File: src/rtl/fp32_mul_operand_decode.sv
// FP32 multiplier input stage: classifies both operands, builds hidden-bit mantissas and
// the biased exponent sum, and buffers results in an output register plus one skid slot.

module fp32_operand_class (
    input  logic [31:0] op,
    output logic        nan,
    output logic        inf,
    output logic        zero,
    output logic        normal,
    output logic [7:0]  exp,
    output logic [23:0] mant
);
    logic exp_max;

    assign exp     = op[30:23];
    assign exp_max = (exp == 8'hFF);
    assign nan     = exp_max & (op[22:0] != 23'd0);
    assign inf     = exp_max & (op[22:0] == 23'd0);
    // Subnormals land here too: flushed to zero, sign still carried by res_sign.
    assign zero    = (exp == 8'd0);
    assign normal  = ~exp_max & ~zero;
    assign mant    = normal ? {1'b1, op[22:0]} : 24'd0;
endmodule

module fp32_mul_operand_decode #(
    parameter int BIAS = 127
) (
    input  logic        clk,
    input  logic        rst,
    input  logic        flush,
    input  logic        in_valid,
    output logic        in_ready,
    input  logic [31:0] a,
    input  logic [31:0] b,
    output logic        out_valid,
    input  logic        out_ready,
    output logic        a_nan,
    output logic        b_nan,
    output logic        a_inf,
    output logic        b_inf,
    output logic        a_zero,
    output logic        b_zero,
    output logic        res_sign,
    output logic [23:0] a_mant,
    output logic [23:0] b_mant,
    output logic [9:0]  exp_sum
);
    typedef struct packed {
        logic        a_nan;
        logic        b_nan;
        logic        a_inf;
        logic        b_inf;
        logic        a_zero;
        logic        b_zero;
        logic        res_sign;
        logic [23:0] a_mant;
        logic [23:0] b_mant;
        logic [9:0]  exp_sum;
    } dec_t;

    logic [1:0][31:0] ops;
    logic [1:0]       nan_v, inf_v, zero_v, norm_v;
    logic [1:0][7:0]  exp_v;
    logic [1:0][23:0] mant_v;

    assign ops = {b, a};

    for (genvar i = 0; i < 2; i++) begin : g_cls
        fp32_operand_class u_cls (
            .op     (ops[i]),
            .nan    (nan_v[i]),
            .inf    (inf_v[i]),
            .zero   (zero_v[i]),
            .normal (norm_v[i]),
            .exp    (exp_v[i]),
            .mant   (mant_v[i])
        );
    end

    dec_t       dec;
    logic [9:0] sum_raw;

    assign sum_raw = {2'b00, exp_v[0]} + {2'b00, exp_v[1]} - 10'(BIAS);

    always_comb begin
        dec          = '0;
        dec.a_nan    = nan_v[0];
        dec.b_nan    = nan_v[1];
        dec.a_inf    = inf_v[0];
        dec.b_inf    = inf_v[1];
        dec.a_zero   = zero_v[0];
        dec.b_zero   = zero_v[1];
        dec.res_sign = a[31] ^ b[31];
        dec.a_mant   = mant_v[0];
        dec.b_mant   = mant_v[1];
        dec.exp_sum  = (&norm_v) ? sum_raw : 10'd0;
    end

    dec_t r_q, r_d, s_q, s_d;
    logic r_full, r_full_d, s_full, s_full_d, in_ready_q;
    logic accept;

    assign accept = in_valid & in_ready_q;

    always_comb begin
        r_d      = r_q;
        s_d      = s_q;
        r_full_d = r_full;
        s_full_d = s_full;
        if (flush) begin
            r_d      = '0;
            s_d      = '0;
            r_full_d = 1'b0;
            s_full_d = 1'b0;
        end else if (~r_full | out_ready) begin
            // R is free or draining: refill from skid first, else from the input.
            if (s_full) begin
                r_d      = s_q;
                r_full_d = 1'b1;
                s_full_d = 1'b0;
            end else if (accept) begin
                r_d      = dec;
                r_full_d = 1'b1;
            end else begin
                r_full_d = 1'b0;
            end
        end else if (accept) begin
            s_d      = dec;
            s_full_d = 1'b1;
        end
    end

    always_ff @(posedge clk or posedge rst) begin
        if (rst) begin
            r_q        <= '0;
            s_q        <= '0;
            r_full     <= 1'b0;
            s_full     <= 1'b0;
            in_ready_q <= 1'b1;
        end else begin
            r_q        <= r_d;
            s_q        <= s_d;
            r_full     <= r_full_d;
            s_full     <= s_full_d;
            in_ready_q <= ~s_full_d;
        end
    end

    assign in_ready  = in_ready_q;
    assign out_valid = r_full;
    assign a_nan     = r_q.a_nan;
    assign b_nan     = r_q.b_nan;
    assign a_inf     = r_q.a_inf;
    assign b_inf     = r_q.b_inf;
    assign a_zero    = r_q.a_zero;
    assign b_zero    = r_q.b_zero;
    assign res_sign  = r_q.res_sign;
    assign a_mant    = r_q.a_mant;
    assign b_mant    = r_q.b_mant;
    assign exp_sum   = r_q.exp_sum;
endmodule
File: config.mk
export PLATFORM = sky130hd
export DESIGN_NAME = fp32_mul_operand_decode
export DESIGN_NICKNAME = d
export VERILOG_FILES = /design/src/rtl/fp32_mul_operand_decode.sv
export SDC_FILE = /design/constraint.sdc
export NUM_CORES = 1
export LEC_CHECK = 0
export ABC_AREA = 1
export CORE_UTILIZATION = 45
export DETAILED_ROUTE_END_ITERATION = 7
export GPL_TIMING_DRIVEN = 0
export HOLD_SLACK_MARGIN = 0.1
export PLACE_DENSITY = 0.78
export SYNTH_ARGS = -nofsm -noshare
export SYNTH_HDL_FRONTEND = slang
export SYNTH_SLANG_ARGS = --single-unit
File: constraint.sdc
create_clock -name clk -period 4.41 [get_ports clk]
set_input_delay 0.882 -clock clk [delete_from_list [all_inputs] [get_ports clk]]
set_output_delay 0.882 -clock clk [all_outputs]
set_load 0.02 [all_outputs]
Word level (Yosys, flattened, before mapping)

Cells that the tools add are included.

Register bits after elaboration: 133
Logic and storage cells: 71
Input port bits: 69

Multiplexer cells: 16
Bitwise gates (word level): 15
$add $sub $neg: 2
Reductions and logical operators: 12
Eq/ne operators: 3

Operator list:

| kind                 | count |
|---|---|
| $mux 65              | 6 |
| $mux 24              | 2 |
| $logic_not 23->1     | 2 |
| $reduce_bool 23->1   | 2 |
| $eq 8x8->1 const B   | 2 |
| $logic_not 8->1      | 2 |
| $mux 10              | 1 |
| $sub 9x7->10 const B | 1 |
| $add 8x8->9          | 1 |
| $and 1x1->1          | 7 |
| $mux 1               | 7 |
| $not 1->1            | 6 |
| $reduce_and 2->1     | 3 |
| $reduce_bool 2->1    | 2 |
| $reduce_bool 3->1    | 1 |
| $ne 2x2->1 const B   | 1 |
| $or 1x1->1           | 1 |
| $xor 1x1->1          | 1 |

Depth between registers and ports, before layout

Gate-level depths: netlist (run 1).

Depth in word-level cells: 9
Mapped depth: 16

Modules after synthesis

From an unflattened synthesis (run 1), not the netlist that was laid out.

Cells, all modules: 929
Area total of the unflattened synthesis: 7089.3 sq um

Modules (own cells, without submodules):

| module                  | area an instance (sq um) | sequential area each (sq um) | instances | cells each |
|---|---|---|---|---|
| fp32_mul_operand_decode | 6243.5                   | 3329.4                       | 1         | 733 |
| fp32_operand_class      | 422.9                    | 0.0                          | 2         | 98 |

Worst setup path after synthesis (run 1)

OpenSTA, ideal clock, no wires.

Path type: input to register
Start point: input port a[24]
End point: register r_q, in the netlist exp_sum[9]
Arrival: 2.360 ns
Slack: 1.934 ns
Path buffers: 0
Stages on the path: 14
Setup time: 0.116 ns
Path through: ha_1 > ha_1 > inv_1 > fa_1 > inv_1 > nand2_1 > nand2_1 > nand3_1 > nand2_1 > nand2_1 > nand3_1 > nand2_1 > nand2_1 > nand2_1

Word-level cells in the longest chain between the ends: 9
Elaborated cells between the ends (all ways): 13

RTL lines:

| element                                              | line | source |
|---|---|---|
| from (decl)                                          | 33   | `input logic [31:0] a,` |
| branches (longest 4 deep; another with $sub 9x7->10) | -    |  |
| $mux 10 *                                            | 96   | `dec.exp_sum = (&norm_v) ? sum_raw : 10'd0;` |
| $mux 65 *                                            | 121  | `end else if (accept) begin` |
| $mux 65 *                                            | 117  | `if (s_full) begin` |
| $mux 65 *                                            | 115  | `end else if (~r_full \| out_ready) begin` |
| $mux 65 *                                            | 110  | `if (flush) begin` |
| to (signal assigned)                                 | 141  | `r_q <= r_d;` |
| to (decl)                                            | 99   | `dec_t r_q, r_d, s_q, s_d;` |

Every way passes the cells marked *. The select of a mux whose other input is x is not followed.
A chain may end at the register's enable or synchronous reset.

Worst setup path in the final report (run 1)

Start point: input port a[23]
End point: register r_q, in the netlist exp_sum[7]

The elaborated chain is that of the path after synthesis.

==> out/results.ini, run 1 <==
[min_path]
holdCritPathClass=flop to flop
min-delay-start=b_mant[10]$_DFFE_PP0P_

[synth]
synthSimpleGateAreaFrac_pct=17.4
synth_top_family_by_area=compound AO/OA/AOI/OAI gates
syn-num-nets=870
synth_compound_area_share_pct=17.7
synth_adder_area_share_pct=3.12
ys_warn_count=0
synth_cell_types=30
syn_inst=785
synth_mux_area_share_pct=0
synthXorXnorAreaFrac_pct=0.132
avgSynthCellArea_um2=8.48
seq_area_frac_synth_pct=50.0
synth_seq_cells=133
synth_area_um2=6660

[cells_and_area]
drive_gt1_share_pct=12.5
antenna_cells=0
final_common_cell=nand2_1
nFillCells=1275
multi_input_area_um2=2550
mostFrequentLayoutCells=nand2_1, inv_1, clkdlybuf4s50_1
finish.instance_area_um2=8870
regArea_um2=3330
area_growth_pct=33.1
final_nets=1027

[sta]
slew_headroom_pct=62.0
setup-violations-final=0
fin_crit_sh_pct=62.2
fin_skew_ps=7.26
max_freq_mhz=364
fin_setup_tns_ps=0
drv_slew=0
rsz0062_at_grt=no
final.min_clock_period_ps=2740
tightest_slew_ps=570
hold_viol_final=0

[placement]
placed_area_um2=8310
gp_congestion=0.834
portBuffers=135
dp_hpwl_um=12100

[worst_setup_path]
crit_fanout=3
crit_start=a[23]
crit_path_end_kind=flop
crit_type=primary input to flop
cp.required_ps=4720
startpoint_type=primary input
cp.arrival_ps=3060
r2r_start=in_ready$_DFF_PP1_

[flow_run]
cap_violations=0

[clocking]
cts_buffers=17
cts_tree=yes
cts_setup_buffers=0
htree_levels=4
ctsRootBufferMaster=clkbuf_16
clock_latency_ps=420
clockBufferDepth=2
hold_buffers=0
clk_pin_slew_ps=50
cts_resized=0
clkSinkCount=133

[global_route]
grt_usage_pct=23.2
antenna_found_initial=0
grt_pass1_vias=5524
grt_start_max_net_pins=44
grt_overflow=0
grt_pass1_wl_um=26600

[power]
leakagePower_uw=0.00415
vdd_drop_max_v=0.000309
powerDensity_nw_per_um2=364

[route]
dr.pass1.iters=7
routed_wl_um=16700
drtIter0Drc=403
wl_per_cell_um=14.7
viasPerCell=5.02
dr_total_vias=5718
drc_errors=0
ant_nets=0

[outcome]
status=complete, no violations

[die]
rows=44
fp.dieH_um=124
ios=136
dieArea_um2=15300
core_area_um2=14500
fp.dieW_um=124
start_util_pct=46.0

cell families after synthesis:
logic type | after synthesis
compound gates | 187
xor+xnor | 1
fa+ha+maj | 16
buf+inv | 180
flops | 133
simple gates | 268
final cells by class:
class | count | share of cell area (%)
sequential | 133 | 37.6
multi-input combinational | 472 | 28.8
timing repair buffer | 138 | 15.9
inverter | 142 | 6.10
clock buffer | 29 | 5.87
buffer | 38 | 2.75
tap | 184 | 2.60
clock inverter | 3 | 0.452
power breakdown:
group          internal (µW)  total (µW)  switching, µW
Combinational            250         566            316
Sequential              1280        1320           31.0
Clock                    848        1340            494
cells in the mapped netlist:
cell type / instances / area (µm²)
nand2_1: 195 / 732
inv_1: 137 / 514
dfrtp_1: 132 / 3300
o22ai_1: 63 / 394
o21ai_0: 62 / 310
o21ai_2: 42 / 368
nor2_1: 28 / 105
a21oi_1: 17 / 85.1
nand3_1: 16 / 80.1
ha_1: 15 / 188
buf_2: 12 / 60.1
nand4_1: 12 / 75.1
clkbuf_1: 10 / 37.5
buf_4: 9 / 67.6
buf_6: 7 / 78.8
inv_2: 3 / 11.3
nand2_2: 3 / 18.8
nand3_4: 3 / 52.6
nand3b_1: 3 / 22.5
or2_2: 3 / 18.8
a21o_1: 2 / 15.0
nand2_4: 2 / 22.5
nor2_4: 2 / 22.5
clkinv_2: 1 / 5.00
dfstp_2: 1 / 26.3
fa_1: 1 / 20.0
inv_4: 1 / 6.26
nor2_2: 1 / 6.26
o21ai_1: 1 / 5.00
xnor2_1: 1 / 8.76
final timing paths:
| check | to | slack (ps) | depth (start not counted) |
|---|---|---|---|
| max in group asynchronous | in_ready$_DFF_PP1_ | 2970 | 3 |
| min | b_mant[10]$_DFFE_PP0P_ | 480 | 2 |
| max | exp_sum[7]$_DFFE_PP0P_ | 1670 | 17 |
| min reg2reg | b_mant[10]$_DFFE_PP0P_ | 480 | 2 |
| min in group asynchronous | a_mant[3]$_DFFE_PP0P_ | 850 | 2 |
| max reg2reg | s_q[52]$_DFFE_PP0P_ | 2760 | 5 |
through the flow:
stage	hold slack, ps	setup WS (ps)	std cells	power (µW)	utilization, %
detailed placement	464	1230	1107	1900	57.4
global route	495	1410	1139	3350	61.2
finish	477	1670	1139	3220	61.2
CTS	481	1680	1139	3250	61.2
floorplan	498	1880	785	1650	-
global placement	463	656	1104	1890	56.9
flip-flops by register name, indices dropped and copies added, names as in the netlist:
register / flops
b_zero: 1
s_full: 1
exp_sum: 10
b_mant: 24
a_inf: 1
b_nan: 1
a_nan: 1
b_inf: 1
s_q: 65
a_zero: 1
in_ready: 1
a_mant: 24
res_sign: 1
out_valid: 1
critical path: stages:
cell and delay [ps]:
clkdlybuf4s50_1 500, inv_1 60, ha_1 180, inv_1 50, ha_1 150, inv_1 60, fa_1 410, inv_1 70
nand2_1 60, nand2_1 100, nand3_1 100, nand2_1 70, nand2_1 60, nand3_1 120, nand2_1 70, nand2_1 80
nand2_1 50
metal layers:
| layer | global-route usage [%] | wire length, µm | vias up | part of all wire, % |
|---|---|---|---|---|
| met3 | 5.59 | 769 | 23 | 4.6 |
| met2 | 38.9 | 8210 | 146 | 49 |
| met1 | 28.8 | 7490 | 2711 | 45 |
| li1 | - | - | 2838 | - |
| met5 | 0 | 0 | - | 0 |
| met4 | 8.73 | 246 | 0 | 1.5 |
(Power assumes the default switching activity.)
==> run 2: changes to the inputs <==
==> constraint.sdc (replaced) <==
create_clock -name clk -period 2.5 [get_ports clk]
set_input_delay 0.5 -clock clk [delete_from_list [all_inputs] [get_ports clk]]
set_output_delay 0.5 -clock clk [all_outputs]
set_load 0.02 [all_outputs]
==> run 2 against run 1 <==
  * Register-to-register slack worse by 1900 ps
  * Setup slack got worse by 1300 ps
  * First-iteration DRC count rose by 7.4%
  * Routed wire length increased by 0.28%
  * Design area rose by 0.25%
  * Critical path depth decreased by 6
  * Power up 76%
  * Sequential power rose by 76%
  * Clock skew is 4.9 ps higher
  * Largest power group unchanged
  * Core utilization is 0.16 points higher
  * Largest cell class unchanged
  * Via count is 0.16% lower
  * Clock power is 76% higher
==> out/results.ini, run 2 (same netlist as run 1, synthesis figures left out) <==
[clocking]
clockBufferDepth=2
clock_latency_ps=430
cts_setup_buffers=0
clkSinkCount=133
ctsRootBufferMaster=clkbuf_16
cts_tree=yes
cts_buffers=17
htree_levels=4
clk_pin_slew_ps=50

[power]
clock_power_share_pct=41.6
p_total_uw=5690
p_sw_uw=1480
p_int_uw=4200
pwr-share-comb_pct=17.6
powerDensity_nw_per_um2=640
vdd_drop_max_v=0.000543
swShare_pct=26.1
leakagePower_uw=0.00419
p_seq_share_pct=40.8

[global_route]
antenna_found_initial=0
grt_pass1_wl_um=26600
grt_overflow=0
grt_start_max_net_pins=44
grt_usage_pct=23.2
grt_pass1_vias=5524

[sta]
fin_crit_sh_pct=86.2
hold_slack_ps=463
slew_headroom_pct=62.3
hold_viol_final=0
max_freq_mhz=464
rsz0062_at_grt=no
drv_slew=0
setup-violations-final=0
final.min_clock_period_ps=2150
tightest_slew_ps=566
fin_skew_ps=12.1

[outcome]
status=complete, no violations

[die]
core_area_um2=14500
fp.dieH_um=124
fp.dieW_um=124
dieArea_um2=15300
rows=44
start_util_pct=46.0
ios=136

[route]
dr.pass1.iters=5
wl_met2_um=8210
dr_total_vias=5709
wl_per_cell_um=14.7
wl_met3_um=816
wl_met1_um=7540
routed_wl_um=16800
drtIter0Drc=433
drc_errors=0
highest_layer=met4
viasPerCell=5.01
ant_nets=0

[cells_and_area]
regMostFlops=s_q
final_common_cell=nand2_1
instances_no_fill=1139
finish.instance_area_um2=8890
antenna_cells=0
area_growth_pct=33.5
mostFrequentLayoutCells=nand2_1, inv_1, dfrtp_1
final_nets=1027
largest_reg_flops=65
drive_gt1_share_pct=12.8

[worst_setup_path]
crit_path_end_kind=flop
cp.arrival_ps=2510
startpoint_type=primary input
crit_type=primary input to flop
crit_fanout=4
cp.required_ps=2860

[placement]
placed_area_um2=8310
dp_hpwl_um=12100
dp_cells=1107
portBuffers=135
gp_congestion=0.834

[flow_run]
cap_violations=0

[min_path]
holdCritPathClass=primary input to async pin

-- run 2: cell count changes in the layout (fill, tap and decap cells not counted) --
cell             delta
nand2_2             +1
clkdlybuf4s50_1     -4
nand2_1             -1
nand3_1             -2
nand3_2             +2
dlymetal6s2s_1      +4
-- run 2: what timing repair did --
item	CTS	global route
setup endpoints to repair	0	4
hold buffers	0	0
resized for setup	0	7
-- run 2: critical path, cell delays in order --
cell and delay [ps]:
clkdlybuf4s50_1 450, ha_1 310, ha_1 330, or2_2 330, nand3_1 110, nand2_1 60, nand2_1 110, nand3_2 110
nand2_1 80, nand2_1 60, nand2_1 50
-- run 2: worst paths after layout --
| check | start | end | slack [ps] | cells after the start |
|---|---|---|---|---|
| max | a[27] | exp_sum[7]$_DFFE_PP0P_ | 350 | 11 |
| min | rst | a_mant[3]$_DFFE_PP0P_ | 460 | 2 |
| max reg2reg | in_ready$_DFF_PP1_ | s_q[52]$_DFFE_PP0P_ | 850 | 5 |
| min reg2reg | b_mant[10]$_DFFE_PP0P_ | b_mant[10]$_DFFE_PP0P_ | 480 | 2 |
| max in group asynchronous | rst | in_ready$_DFF_PP1_ | 1440 | 3 |
| min in group clk | b_mant[10]$_DFFE_PP0P_ | b_mant[10]$_DFFE_PP0P_ | 480 | 2 |
-- run 2: through the flow --
stage          setup TNS (ps)  util, %  setup slack (ps)
5_1_grt                     0     61.4               196
2_1_floorplan               0        -               350
6_report                    0     61.4               346
4_1_cts                     0     61.2               147
3_5_place_dp            -1340     57.4              -295
3_3_place_gp          -115010     56.9              -872
-- run 2: layout make-up --
| type | instances | area [µm²] |
|---|---|---|
| multi-input cells | 472 | 2560 |
| inverters | 142 | 541 |
| fillers | 1270 | 5590 |
| repair buffers | 138 | 1420 |
| plain buffers | 38 | 244 |
| flip-flops and latches | 133 | 3330 |
| clock buffers | 29 | 520 |
| well taps | 184 | 230 |
| clock inverters | 3 | 40.0 |
-- run 2: power by group through the flow --
stage	logic, µW	registers, µW	clock network (µW)
3_3_place_gp	975	2360	0
6_report	1000	2320	2360
4_1_cts	1010	2320	2400
2_1_floorplan	460	2460	0
5_1_grt	1100	2330	2480
3_5_place_dp	999	2360	0
-- run 2: per-layer routing --
layer | GRT usage, % | vias up
met5 | 0 | -
met1 | 28.8 | 2702
li1 | - | 2839
met4 | 8.73 | 0
met3 | 5.59 | 20
met2 | 38.9 | 148
==> run 3: changes to the inputs <==
--- a/config.mk
+++ b/config.mk
@@ -11,6 +11,7 @@
 export GPL_TIMING_DRIVEN = 0
 export HOLD_SLACK_MARGIN = 0.1
 export PLACE_DENSITY = 0.78
+export REMOVE_ABC_BUFFERS = 1
 export SYNTH_ARGS = -nofsm -noshare
 export SYNTH_HDL_FRONTEND = slang
 export SYNTH_SLANG_ARGS = --single-unit
==> run 3 against run 2 <==
  * Global-route usage decreased by 1.8 points
  * Worst hold slack improved by 12 ps
  * Power increased by 6.6%
  * Fmax decreased by 6.9%
  * Combinational power decreased by 5%
  * Sequential power about the same
  * Count of clock-buffer cells in the layout decreased by 9
  * First-iteration DRC count decreased by 19%
  * Sequential cell count unchanged
  * Clock skew decreased by 4.4 ps
  * Largest cell class unchanged
  * Highest routed layer unchanged
==> out/results.ini, run 3 (same netlist as run 1, synthesis figures left out) <==
[clocking]
cts_tree=yes
htree_levels=4
cts_buffers=17
clk_pin_slew_ps=60
hold_buffers=0
ctsRootBufferMaster=clkbuf_16
clockBufferDepth=2
clkSinkCount=133
clock_latency_ps=420

[sta]
max_freq_mhz=432
tightest_slew_ps=891
fin_crit_sh_pct=92.6
fin_skew_ps=7.78
slew_headroom_pct=40.4
hold_viol_final=0
rsz0062_at_grt=no
final.min_clock_period_ps=2320
fin_setup_tns_ps=0
drv_slew=0
hold_slack_ps=475
setup-violations-final=0

[cells_and_area]
final_common_cell=nand2_1
area_growth_pct=31.7
finish.instance_area_um2=8770
final_core_util_pct=60.6
nFillCells=1254
drive_gt1_share_pct=11.3
final_nets=989
antenna_cells=0
largest_reg_flops=65
regMostFlops=s_q
mostFrequentLayoutCells=nand2_1, inv_1, clkdlybuf4s50_1

[die]
fp.dieW_um=124
ios=136
start_util_pct=46.0
dieArea_um2=15300
core_area_um2=14500
fp.dieH_um=124
rows=44

[worst_setup_path]
crit_fanout=3
worst-r2r-setup-slack_ps=310
path_buf_inv=5
timing.rr.end=a_mant[18]$_DFFE_PP0P_
cp.arrival_ps=2630
r2r_start=s_full$_DFF_PP0_
reg2reg_depth=6
startpoint_type=primary input
crit_chain=clkdlybuf4s50_1 -> inv_1 -> ha_1 -> inv_1 -> ha_1 -> inv_1 -> fa_1 -> inv_1 -> nand2_1 -> nand2_2 -> nand3_1 -> nand2_1 -> nand2_2 -> nand3_2 -> nand2_1 -> nand2_1 -> nand2_1
critical_path.most_common_cell=nand2_1
crit_path_end_kind=flop
crit_family=adder cells
crit_path_top_delay_cell=clkdlybuf4s50_1
cp.required_ps=2810
cpPeakStageDelay_ps=490
crit_type=primary input to flop

[power]
p_sw_uw=1540
p_seq_share_pct=38.3
leakagePower_uw=0.00409
clock_power_share_pct=46.0
p_int_uw=4530
pwr-share-comb_pct=15.6
swShare_pct=25.3
vdd_drop_max_v=0.000494
powerDensity_nw_per_um2=691

[route]
drtIter0Drc=349
wl_per_cell_um=14.0
ant_nets=0
viasPerCell=5.03
routed_wl_um=15500
dr_total_vias=5538
dr.pass1.iters=5
drc_errors=0

[placement]
dp_hpwl_um=9870
gp_congestion=0.802
portBuffers=135
placed_area_um2=8090

[min_path]
holdCritPathClass=flop to flop
min-delay-start=exp_sum[2]$_DFFE_PP0P_
holdPathEnd=exp_sum[2]$_DFFE_PP0P_
hold_depth=2

[global_route]
grt_pass1_wl_um=25000
grt_usage_pct=21.3
grt_overflow=0
antenna_found_initial=0
grt_pass1_vias=5139
grt_start_max_net_pins=84

[flow_run]
cap_violations=0

[outcome]
status=complete, no violations

[run 3: repair_timing]
action,CTS,global route
resized for setup,1,6
buffers inserted,0,0
setup endpoints to repair,25,3
[run 3: area by class of cell]
class | count | area [µm²] | area share [%]
sequential | 133 | 3330 | 38.0
multi-input combinational | 472 | 2580 | 29.4
timing repair buffer | 138 | 1420 | 16.2
inverter | 142 | 544 | 6.20
clock buffer | 20 | 467 | 5.32
tap | 184 | 230 | 2.62
clock inverter | 12 | 199 | 2.27
[run 3: power by group through the flow]
stage / logic [µW] / clock network (µW) / registers (µW)
after global routing: 1050 / 2930 / 2340
after detailed placement: 946 / 0 / 2360
final: 948 / 2790 / 2320
after CTS: 953 / 2830 / 2320
after floorplan: 415 / 0 / 2460
after global placement: 918 / 0 / 2360
[run 3: worst max-delay path by stage]
stage / endpoint / cells past startpoint / slack [ps] / startpoint
floorplan: a_inf$_DFFE_PP0P_ / 1 / -1550 / rst
global placement: exp_sum[4]$_DFFE_PP0P_ / 2 / -3540 / rst
detailed placement: exp_sum[9]$_DFFE_PP0P_ / 17 / -340 / a[23]
CTS: exp_sum[9]$_DFFE_PP0P_ / 17 / 110 / a[23]
global route: exp_sum[9]$_DFFE_PP0P_ / 17 / 10 / b[23]
finish: exp_sum[9]$_DFFE_PP0P_ / 17 / 180 / b[23]
[run 3: routing by layer]
layer | GRT usage, % | share of wire (%) | vias to the layer above
met1 | 27.9 | 46 | 2631
met5 | 0 | 0 | -
met3 | 5.04 | 4.5 | 17
met2 | 34.5 | 48 | 129
li1 | - | - | 2761
met4 | 7.83 | 1.3 | 0
[run 3: worst reg2reg max path: cells and delay by family (launching register included)]
family	cells	cell delay [ps]
and+or+nand+nor	3	730
buffers and inverters	2	500
AOI/OAI and AO/OA	1	160
DFF	1	660
[run 3: metrics by stage]
stage	instances	power (µW)	setup WS (ps)
floorplan	747	2880	-1550
global placement	1066	3280	-3540
detailed placement	1069	3300	-337
CTS	1101	6100	107
global route	1101	6310	11.6
finish	1101	6060	185
